**src/rtl/clock_logic_debounce_edge.sv**
```systemverilog
// Debounce/qualify a synchronized level, then publish a clean level, rise/fall
// pulses and a running count of accepted transitions.
module clock_logic_debounce_edge #(
    parameter int unsigned STABLE_CYCLES = 4,
    parameter int unsigned COUNT_WIDTH   = 8,
    parameter bit          RESET_LEVEL   = 1'b0
) (
    input  logic                   clock,
    input  logic                   reset,
    input  logic                   data_in,
    input  logic                   enable,
    input  logic                   count_clear,
    output logic                   level_out,
    output logic                   rise_pulse,
    output logic                   fall_pulse,
    output logic [COUNT_WIDTH-1:0] edge_count,
    output logic                   busy
);

    localparam int unsigned CNT_W = $clog2(STABLE_CYCLES + 1);

    typedef enum logic {
        IDLE    = 1'b0,
        QUALIFY = 1'b1
    } state_e;

    state_e                 state_q, state_d;
    logic [CNT_W-1:0]       cnt_q, cnt_d;
    logic                   level_q, level_d;
    logic                   rise_q, rise_d;
    logic                   fall_q, fall_d;
    logic                   busy_q, busy_d;
    logic [COUNT_WIDTH-1:0] edges_q, edges_d;
    logic                   commit;

    always_ff @(posedge clock) begin
        if (reset) begin
            state_q <= IDLE;
            cnt_q   <= '0;
            level_q <= RESET_LEVEL;
            rise_q  <= 1'b0;
            fall_q  <= 1'b0;
            busy_q  <= 1'b0;
            edges_q <= '0;
        end else begin
            state_q <= state_d;
            cnt_q   <= cnt_d;
            level_q <= level_d;
            rise_q  <= rise_d;
            fall_q  <= fall_d;
            busy_q  <= busy_d;
            edges_q <= edges_d;
        end
    end

    // Qualification: a change is accepted after STABLE_CYCLES consecutive differing samples.
    always_comb begin
        state_d = state_q;
        cnt_d   = cnt_q;
        level_d = level_q;
        rise_d  = 1'b0;
        fall_d  = 1'b0;
        edges_d = edges_q;
        commit  = 1'b0;

        if (!enable || (data_in == level_q)) begin
            state_d = IDLE;
            cnt_d   = '0;
        end else begin
            case (state_q)
                IDLE: begin
                    if (STABLE_CYCLES == 1) begin
                        commit = 1'b1;
                    end else begin
                        state_d = QUALIFY;
                        cnt_d   = CNT_W'(1);
                    end
                end
                QUALIFY: begin
                    if (CNT_W'(cnt_q + CNT_W'(1)) == CNT_W'(STABLE_CYCLES)) begin
                        commit  = 1'b1;
                        state_d = IDLE;
                        cnt_d   = '0;
                    end else begin
                        cnt_d = CNT_W'(cnt_q + CNT_W'(1));
                    end
                end
                default: begin
                    state_d = IDLE;
                    cnt_d   = '0;
                end
            endcase
        end

        // Clear is applied before a same-edge increment.
        if (count_clear) begin
            edges_d = '0;
        end
        if (commit) begin
            level_d = ~level_q;
            rise_d  = ~level_q;
            fall_d  = level_q;
            edges_d = COUNT_WIDTH'(edges_d + COUNT_WIDTH'(1));
        end

        busy_d = (state_d == QUALIFY);
    end

    assign level_out  = level_q;
    assign rise_pulse = rise_q;
    assign fall_pulse = fall_q;
    assign busy       = busy_q;
    assign edge_count = edges_q;

endmodule

```
**config.mk**
```make
export PLATFORM = sky130hd
export DESIGN_NAME = clock_logic_debounce_edge
export DESIGN_NICKNAME = d
export VERILOG_FILES = /design/src/rtl/clock_logic_debounce_edge.sv
export SDC_FILE = /design/constraint.sdc
export NUM_CORES = 1
export LEC_CHECK = 0
export ABC_AREA = 1
export CAP_MARGIN = 20
export CORE_AREA = 2 2 43 45
export DETAILED_ROUTE_END_ITERATION = 8
export DIE_AREA = 0 0 45 47
export GPL_TIMING_DRIVEN = 0
export PLACE_DENSITY_LB_ADDON = 0.12
export REMOVE_ABC_BUFFERS = 1
export SETUP_SLACK_MARGIN = 0.5
export SLEW_MARGIN = 25
export SYNTH_ARGS = -nofsm -noshare
export SYNTH_HDL_FRONTEND = slang
export SYNTH_SLANG_ARGS = --single-unit
```
**constraint.sdc**
```tcl
create_clock -name clock -period 1.82 [get_ports clock]
set_input_delay 0.546 -clock clock [delete_from_list [all_inputs] [get_ports clock]]
set_output_delay 0.546 -clock clock [all_outputs]
set_load 0.05 [all_outputs]
```
==> flow_summary.json, run 1 <==
{
  "outcome": "finished, final reports clean",
  "core_area_um2": 1652,
  "clk_pin_slew_worst_paths_ps": 100,
  "startpoint": "level_out",
  "die_width_um": 45,
  "netlist_instances": 102,
  "ir_drop_uv": 398.3,
  "synth.top_cell.area_share_pct": 41.10,
  "async_reset_ff_share_pct": 0,
  "slew_viol_final": 0,
  "rsz0062_at_grt": "true",
  "drive_gt1_share_pct": 55.71,
  "skew_ps": 7.167,
  "worst_r2r_endpoint": "edge_count[0]",
  "netlist_area_um2": 730.7,
  "synth_cell_types": 19,
  "placed_area_um2": 900.9,
  "drcViolationCount": 0,
  "endpoint": "level_out",
  "synth.area.top_cells": "dfxtp_1 41%, nand2_1 9.8%, nor2_1 9.8%",
  "cp_slowest_cell": "dfxtp_4",
  "path_cells": "buf_8",
  "slew_headroom_pct": 80.24,
  "slowest_delay_ps": 390,
  "setup_viol": 0,
  "synthTopCellsByCount": "19 x nand2_1, 19 x nor2_1, 15 x dfxtp_1, 15 x inv_1",
  "finalCriticalPeriod_ps": 1383,
  "worstHoldPathType": "flip-flop to flip-flop",
  "rrSetupSlack_ps": 490,
  "hold_viol_final": 0,
  "pre_cts_ws_ps": -300.2,
  "antenna_found_initial": 0,
  "clock_latency_ps": 300,
  "crit_type": "flip-flop to primary output",
  "start_util_pct": 44.24,
  "final_area_um2": 1264,
  "worst_setup_path_start_kind": "flip-flop",
  "critPathRequiredTime_ps": 1270,
  "r2r_start": "cnt_q[0]",
  "ff2ff_path_depth": 8,
  "track_usage_pct": 17.83,
  "gp_routability_congestion": 0.7906,
  "drtIter0Drc": 8,
  "fin_hold_ws_ps": 473.3,
  "drt_wl_total_mm": 1.855,
  "maxCapViolCount": 0,
  "antenna_cells": 0,
  "p_leak_nw": 0.5571,
  "ys_warn_count": 0,
  "ys_seq_elements": 15,
  "tns_ps": 0,
  "power_density_nw_per_um2": 451.9,
  "root_buffer": "clkbuf_4",
  "grt_pass1_wl_mm": 2.753,
  "max_freq_mhz": 723.2,
  "die_y_um": 47,
  "critPathBufInv": 1,
  "numCtsBuffers": 3,
  "setup_slack_ps": 437.3,
  "syn_area_per_cell_um2": 7.164,
  "num_rows": 15,
  "ys.flop_type": "dfxtp_1",
  "first_pass_iters": 4,
  "dieArea_um2": 2115,
  "ys_seq_area_share_pct": 41.10,
  "routedWlPerCell_um": 11.82,
  "cp_top_family": "flip-flops",
  "fin_crit_sh_pct": 75.97,
  "postRouteAntennaNets": 0,
  "grt_pass1_vias": 685,
  "holdBufCountCts": 0,
  "cts_buffer_depth": 2,
  "avgViaCountPerCell": 4.987,
  "synth_edf_count": 0,
  "route.vias.total": 783,
  "io_pins": 17,
  "worst_pin_slew_ps": 296.0,
  "overflow": 0,
  "io_buffers": 16,
  "area_delta_synth_final_pct": 72.94,
  "cts_tree": "yes",
  "cp.depth": 1,
  "fin_nets": 149,
  "arrival_ps": 840,
  "worst-path-max-fanout": 5,
  "grt_max_degree": 12,
  "cts_sinks": 15,
  "postLayoutCoreUtil_pct": 76.52,
  "worst_setup_path_end_kind": "primary output",
  "synth_top_area_cell": "dfxtp_1",
  "dp_hpwl_mm": 1.048,
  "htree_num_levels": 1
}
==> cell usage in the layout (no fill, tap or decap), types with 2 or more instances in the layout <==
cell      count
a21oi_1       3
buf_4        16
buf_6         4
buf_8        11
clkbuf_4      3
dfxtp_2       8
dfxtp_4       6
ha_4          2
inv_1        13
inv_2         2
nand2_1      16
nand2_2       4
nand2_4       3
nand3_1       3
nand3_2       2
nor2_1       16
nor2_2        3
nor2_4        3
nor3_1        3
nor3_2        2
o21ai_0       2
o21ai_1       2
==> per-stage QoR <==
step | std cells | power [mW]
floorplan | 101 | 0.3557
global placement | 134 | 0.3725
detailed placement | 134 | 0.3724
CTS | 149 | 0.5670
global route | 157 | 0.5894
finish | 157 | 0.5711
==> kinds of logic after synthesis <==
logic type / share of synthesized area, %
fa+ha+maj: 5.138
flops: 41.10
simple gates: 35.28
buf+inv: 10.27
compound gates: 8.218
==> state kept, by name, summed over array words and instances, names as in the netlist <==
register,flops
busy,1
cnt_q,3
edge_count,8
fall_pulse,1
level_out,1
rise_pulse,1
==> report_power, final <==
part	switching, mW	leakage, nW	internal, mW
clock	0.121	0.0177	0.0819
sequential	0.00194	0.130	0.322
combinational	0.0274	0.410	0.0177
total	0.150	0.557	0.421
==> area by class of cell <==
type / count / area, um^2
Clock buffer: 3 / 22.52
Clock inverter: 1 / 5.005
Fill cell: 126 / 387.9
Inverter: 17 / 70.07
Multi-Input combinational cell: 70 / 457.9
Sequential cell: 15 / 332.8
Tap cell: 17 / 21.27
Timing Repair Buffer: 34 / 354.1
==> layer usage <==
layer | GRT usage [%] | vias up | wire (um)
met2 | 31.71 | 20 | 1006
li1 | - | 395 | -
met1 | 20.71 | 361 | 731
met4 | 10.00 | 0 | 48
met3 | 2.308 | 7 | 69
met5 | 0 | - | 0
==> how the worst min path moves through the flow <==
stage / startpoint / end / cells past startpoint
2_1_floorplan: cnt_q[0] / cnt_q[0] / 1
3_5_place_dp: cnt_q[0] / cnt_q[0] / 1
3_3_place_gp: cnt_q[0] / cnt_q[0] / 1
4_1_cts: cnt_q[0] / cnt_q[0] / 1
6_report: level_out / rise_pulse / 1
5_1_grt: level_out / rise_pulse / 1
==> what timing repair did <==
action / CTS / global route
gates resized for setup: 127 / 30
pin swaps: 8 / 12
gates cloned: 0 / 1
setup buffers: 11 / 7
endpoints found under the setup margin: 27 / 23
(Power assumes the default switching activity.)
==> inputs of run 2 (changes only) <==
Clock period 1.82 ns to 1.45 ns, I/O delays scaled along.
==> run 2 against run 1 <==
  * Global-route usage up 1.2 points
  * Combinational power up 29%
  * Die area unchanged
  * Power up 25%
  * Clock skew down 3.8 ps
  * Via count down 1.9%
  * Final cell count down 2.5%
  * Register-to-register slack worse by 360 ps
  * Largest cell class unchanged
  * Wire length up 5.0%
  * Critical path type is now flip-flop to flip-flop
  * Largest power group unchanged
  * Clock power up 22%
  * Non-clock buffer count down 4
  * First-iteration DRC count rose to 3.1 times the previous value
==> flow_summary.json, run 2 (synthesis results as in run 1) <==
{
  "r2r_start": "cnt_q[0]",
  "gp_routability_congestion": 0.7906,
  "worst-path-max-fanout": 5,
  "num_rows": 15,
  "track_usage_pct": 19.04,
  "root_buffer": "clkbuf_4",
  "n_fill_cell": 121,
  "fin_crit_sh_pct": 90.98,
  "ff2ff_path_depth": 9,
  "io_buffers": 16,
  "clock_latency_ps": 290,
  "max_freq_mhz": 758.1,
  "drive_gt1_share_pct": 55.88,
  "drt_wl_total_mm": 1.947,
  "p_leak_nw": 0.5418,
  "cts_sinks": 15,
  "worst_setup_path_end_kind": "flip-flop",
  "io_pins": 17,
  "holdBufCountCts": 0,
  "p_comb_share_pct": 8.1,
  "first_pass_iters": 4,
  "power_switching_mw": 0.1846,
  "ir_drop_uv": 610.7,
  "die_y_um": 47,
  "switching_share_pct": 25.80,
  "rrSetupSlack_ps": 130,
  "dp_hpwl_mm": 1.048,
  "worstHoldPathType": "flip-flop to flip-flop",
  "ff_latch_area_um2": 326.6,
  "hold_viol_final": 0,
  "multi_input_area_um2": 478.0,
  "share_seq_of_total_power_pct": 57.2,
  "cts_tree": "yes",
  "skew_ps": 3.332,
  "final_cell_mix": "15 x nor2_1, 14 x inv_1, 13 x nand2_1, 11 x buf_4, 10 x buf_8",
  "maxCapViolCount": 0,
  "finalCriticalPeriod_ps": 1319,
  "numCtsBuffers": 3,
  "dp_cells": 134,
  "critPathRequiredTime_ps": 1690,
  "area_delta_synth_final_pct": 69.52,
  "fin_nets": 145,
  "antenna_cells": 0,
  "postLayoutCoreUtil_pct": 75.00,
  "die_width_um": 45,
  "grt_pass1_wl_mm": 2.856,
  "start_util_pct": 44.24,
  "worst_r2r_endpoint": "edge_count[7]",
  "htree_num_levels": 1,
  "min_path_cells": 1,
  "dieArea_um2": 2115,
  "grt_pass1_vias": 683,
  "slew_headroom_pct": 79.46,
  "final_common_cell": "nor2_1",
  "drcViolationCount": 0,
  "setup_viol": 0,
  "placed_area_um2": 900.9,
  "avgViaCountPerCell": 5.020,
  "largest_register_ffs": 8,
  "slew_viol_final": 0,
  "internal_power_mw": 0.5309,
  "worst_pin_slew_ps": 305.7,
  "rsz0062_at_grt": "true",
  "p_clk_share_pct": 34.7,
  "hold_end": "cnt_q[0]",
  "route.vias.total": 768,
  "power_density_nw_per_um2": 577.6,
  "arrival_ps": 1560,
  "worst_setup_path_start_kind": "flip-flop",
  "layoutNonFillerInstCount": 153,
  "core_area_um2": 1652,
  "postRouteAntennaNets": 0,
  "worstHoldStart": "cnt_q[0]",
  "crit_type": "flip-flop to flip-flop",
  "drtIter0Drc": 25,
  "overflow": 0,
  "antenna_found_initial": 0,
  "cts_buffer_depth": 2,
  "grt_max_degree": 11,
  "outcome": "finished, final reports clean",
  "clk_pin_slew_worst_paths_ps": 100,
  "routedWlPerCell_um": 12.73,
  "final_area_um2": 1239,
  "startpoint": "cnt_q[0]"
}
==> run 2: cell count changes in the layout (fill, tap and decap cells not counted), sizes merged <==
| cell | change |
|---|---|
| buf | -4 |
| clkinvlp | -1 |
| clkinv | +1 |
| dlygate4sd2 | +1 |
| clkdlybuf4s50 | -1 |
==> run 2: critical path, stage by stage, from the launching register on <==
cell and delay, ps:
dfxtp_2 360, ha_4 140, ha_4 140, nand2_4 50, nor3_4 160, buf_6 150
nand3_2 60, nand2_1 80, inv_1 40, nor2_2 80
==> run 2: layout make-up <==
cell class / instances / area share [%]
inverter: 17 / 5.556
multi-input combinational: 70 / 38.59
clock inverter: 1 / 0.4040
timing repair buffer: 30 / 25.56
clock buffer: 3 / 1.818
tap: 17 / 1.717
sequential: 15 / 26.36
==> run 2: worst max-delay path by stage <==
| stage | slack, ps | depth (start not counted) | end |
|---|---|---|---|
| 6_report | 130 | 9 | edge_count[7] |
| 5_1_grt | 50 | 8 | edge_count[6] |
| 4_1_cts | 150 | 9 | edge_count[7] |
| 3_5_place_dp | -560 | 11 | edge_count[4] |
| 3_3_place_gp | -560 | 10 | edge_count[4] |
| 2_1_floorplan | -120 | 8 | edge_count[6] |
==> run 2: power groups by stage <==
| stage | Clock (mW) | Combinational [mW] | Sequential [mW] |
|---|---|---|---|
| after floorplan | 0 | 0.0173 | 0.429 |
| after global placement | 0 | 0.0419 | 0.426 |
| after detailed placement | 0 | 0.0419 | 0.426 |
| after CTS | 0.253 | 0.0521 | 0.413 |
| after global routing | 0.268 | 0.0625 | 0.410 |
| final | 0.248 | 0.0580 | 0.410 |
==> run 2: stage by stage <==
stage	TNS [ps]	setup slack (ps)	hold WS (ps)	total power, mW
after floorplan	-240.5	-120.0	420.8	0.4465
after global placement	-5310	-563.9	446.2	0.4675
after detailed placement	-5406	-559.2	452.6	0.4674
after CTS	0	149.0	469.3	0.7183
after global routing	0	52.63	486.5	0.7401
final	0	130.8	468.8	0.7155
==> run 2: what timing repair did <==
item	4_1_cts	5_1_grt
gates resized for setup	131	26
gates cloned	1	0
pin swaps	17	4
endpoints found under the hold margin	0	0
setup endpoints to repair	27	27
buffers inserted	12	2
==> run 2: layer usage <==
layer  track usage (%)  part of all wire (%)
met5                 0                     0
met4             8.824                   1.3
met3             4.615                   4.1
met2             32.00                    54
met1             23.06                    41
==> inputs of run 3 (changes only) <==
Settings changed: CORE_AREA 2 2 43 45 to 2 2 39 41, DIE_AREA 0 0 45 47 to 0 0 41 43, DONT_BUFFER_PORTS from default to 1, TNS_END_PERCENT from default to 5.
==> run 3 against run 2 <==
  * Final cell count down 15%
  * Combinational power down 56%
  * Sequential share of layout area rose by 7.9 points
  * Wire length fell by 14%
  * Clock skew grew 1.9 ps
  * Via count is 9.2% lower
  * Flip-flop and latch count stayed put
  * Clock-buffer cell count rose by 1
  * Critical endpoint is now edge_count[3]
  * Design area shrank 23%
  * Clock power decreased by 2%
  * Register-to-register slack worse by 40 ps
  * Sequential power rose by 1%
==> flow_summary.json, run 3 (synthesis results as in run 1) <==
{
  "gp_routability_congestion": 0.7052,
  "layoutNonFillerInstCount": 130,
  "p_comb_share_pct": 3.7,
  "routedWlPerCell_um": 12.91,
  "p_leak_nw": 0.3768,
  "drt_wl_total_mm": 1.678,
  "path_cells": "inv_2 -> nor2_4 -> buf_6 -> buf_4 -> buf_4 -> nand3_2 -> o22ai_2 -> nand2_1 -> nor2_1",
  "slew_viol_final": 0,
  "slowest_delay_ps": 460,
  "share_seq_of_total_power_pct": 60.7,
  "r2r_start": "edge_count[1]",
  "postLayoutCoreUtil_pct": 69.08,
  "setup_slack_ps": 95.84,
  "max_freq_mhz": 738.5,
  "outcome": "finished, final reports clean",
  "fin_nets": 123,
  "drive_gt1_share_pct": 42.11,
  "grt_pass1_wl_mm": 2.449,
  "ff2ff_path_depth": 9,
  "skew_ps": 5.250,
  "final_cell_mix": "17 x nor2_1, 16 x nand2_1, 13 x inv_1, 10 x dfxtp_2, 6 x buf_4",
  "clk_pin_slew_worst_paths_ps": 90,
  "worstHoldPathType": "input pin to flip-flop",
  "startpoint": "edge_count[1]",
  "drtIter0Drc": 18,
  "dp_hpwl_mm": 1.027,
  "drcViolationCount": 0,
  "finalPower_mw": 0.6813,
  "n_fill_cell": 120,
  "pre_cts_ws_ps": -232.7,
  "crit_type": "flip-flop to flip-flop",
  "min_path_cells": 1,
  "crit_top_cell": "buf_4",
  "grt_max_degree": 12,
  "htree_num_levels": 1,
  "holdBufCountCts": 0,
  "slew_headroom_pct": 76.89,
  "worst_pin_slew_ps": 346.7,
  "dp_cells": 117,
  "numCtsBuffers": 3,
  "switching_share_pct": 23.55,
  "arrival_ps": 1570,
  "cts_buffer_depth": 2,
  "worst_r2r_endpoint": "edge_count[3]",
  "area_delta_synth_final_pct": 30.82,
  "track_usage_pct": 20.61,
  "ir_drop_uv": 477.3,
  "finalCriticalPeriod_ps": 1354,
  "postRouteAntennaNets": 0,
  "num_rows": 14,
  "hold_viol_final": 0,
  "grt_pass1_vias": 629,
  "largest_register_ffs": 8,
  "cp_slowest_cell": "dfxtp_4",
  "overflow": 0,
  "final_area_um2": 955.9,
  "dieArea_um2": 1763,
  "io_buffers": 0,
  "final_common_cell": "nor2_1",
  "critPathRequiredTime_ps": 1670,
  "route.vias.total": 697,
  "io_pins": 17,
  "worst_setup_path_end_kind": "flip-flop",
  "root_buffer": "clkbuf_4",
  "antenna_found_initial": 0,
  "endpoint": "edge_count[3]",
  "cts_sinks": 15,
  "die_y_um": 43,
  "rrSetupSlack_ps": 100,
  "fin_crit_sh_pct": 93.39,
  "die_width_um": 41,
  "tns_ps": 0,
  "clock_latency_ps": 280,
  "worst-path-max-fanout": 3,
  "worst_setup_path_start_kind": "flip-flop",
  "cts_tree": "yes",
  "setup_viol": 0,
  "internal_power_mw": 0.5208,
  "maxCapViolCount": 0,
  "multi_input_area_um2": 446.7,
  "ff_latch_area_um2": 327.8,
  "rsz0062_at_grt": "true",
  "p_clk_share_pct": 35.6,
  "first_pass_iters": 6,
  "start_util_pct": 52.80,
  "fin_hold_ws_ps": 201.4,
  "power_switching_mw": 0.1604,
  "placed_area_um2": 739.5,
  "core_area_um2": 1384,
  "antenna_cells": 0,
  "power_density_nw_per_um2": 712.7,
  "avgViaCountPerCell": 5.362
}
[run 3: cell types whose count changed in the layout (fill, tap and decap cells not counted), sizes merged]
cell / previous run / this run
buf: 27 / 8
clkinv: 2 / 1
clkinvlp: 0 / 1
dlygate4sd2: 2 / 0
inv: 16 / 15
[run 3: per-layer routing]
metal / wire length, um / GRT usage (%) / vias up / share of wire [%]
met5: 0 / 0 / - / 0
met4: 27 / 10.00 / 0 / 1.6
met3: 62 / 3.665 / 4 / 3.7
met2: 887 / 35.00 / 19 / 53
met1: 700 / 23.00 / 327 / 42
li1: - / - / 347 / -
[run 3: critical path, delay by kind of cell, from the launching register on]
kind	cells	cell delay, ps
AND/OR/NAND/NOR	4	350
AO/OA/AOI/OAI	1	100
buffers and inverters	4	370
flip-flops	1	460
[run 3: area by class of cell]
cell class | instances | share of cell area, %
clock buffer | 4 | 2.749
inverter | 17 | 7.068
multi-input combinational | 70 | 46.73
sequential | 15 | 34.29
tap | 16 | 2.094
timing repair buffer | 8 | 7.068
[run 3: how the worst min path moves through the flow]
stage	start	to	slack [ps]
floorplan	cnt_q[0]	cnt_q[0]	420
global placement	cnt_q[0]	cnt_q[0]	450
detailed placement	cnt_q[0]	cnt_q[0]	450
CTS	reset	edge_count[3]	190
global route	reset	edge_count[3]	190
finish	reset	edge_count[3]	200
[run 3: power by group through the flow]
stage / Clock, mW / Sequential, mW / Combinational (mW)
after detailed placement: 0 / 0.430 / 0.0217
after global placement: 0 / 0.430 / 0.0212
after global routing: 0.257 / 0.414 / 0.0288
after CTS: 0.250 / 0.416 / 0.0230
final: 0.242 / 0.414 / 0.0253
after floorplan: 0 / 0.429 / 0.0173
[run 3: what timing repair did]
| item | in CTS | in global routing |
|---|---|---|
| setup endpoints to repair | 27 | 27 |
| pin swaps | 10 | 6 |
| gates resized for setup | 31 | 11 |
| buffers inserted | 5 | 3 |
| cloned | 0 | 1 |
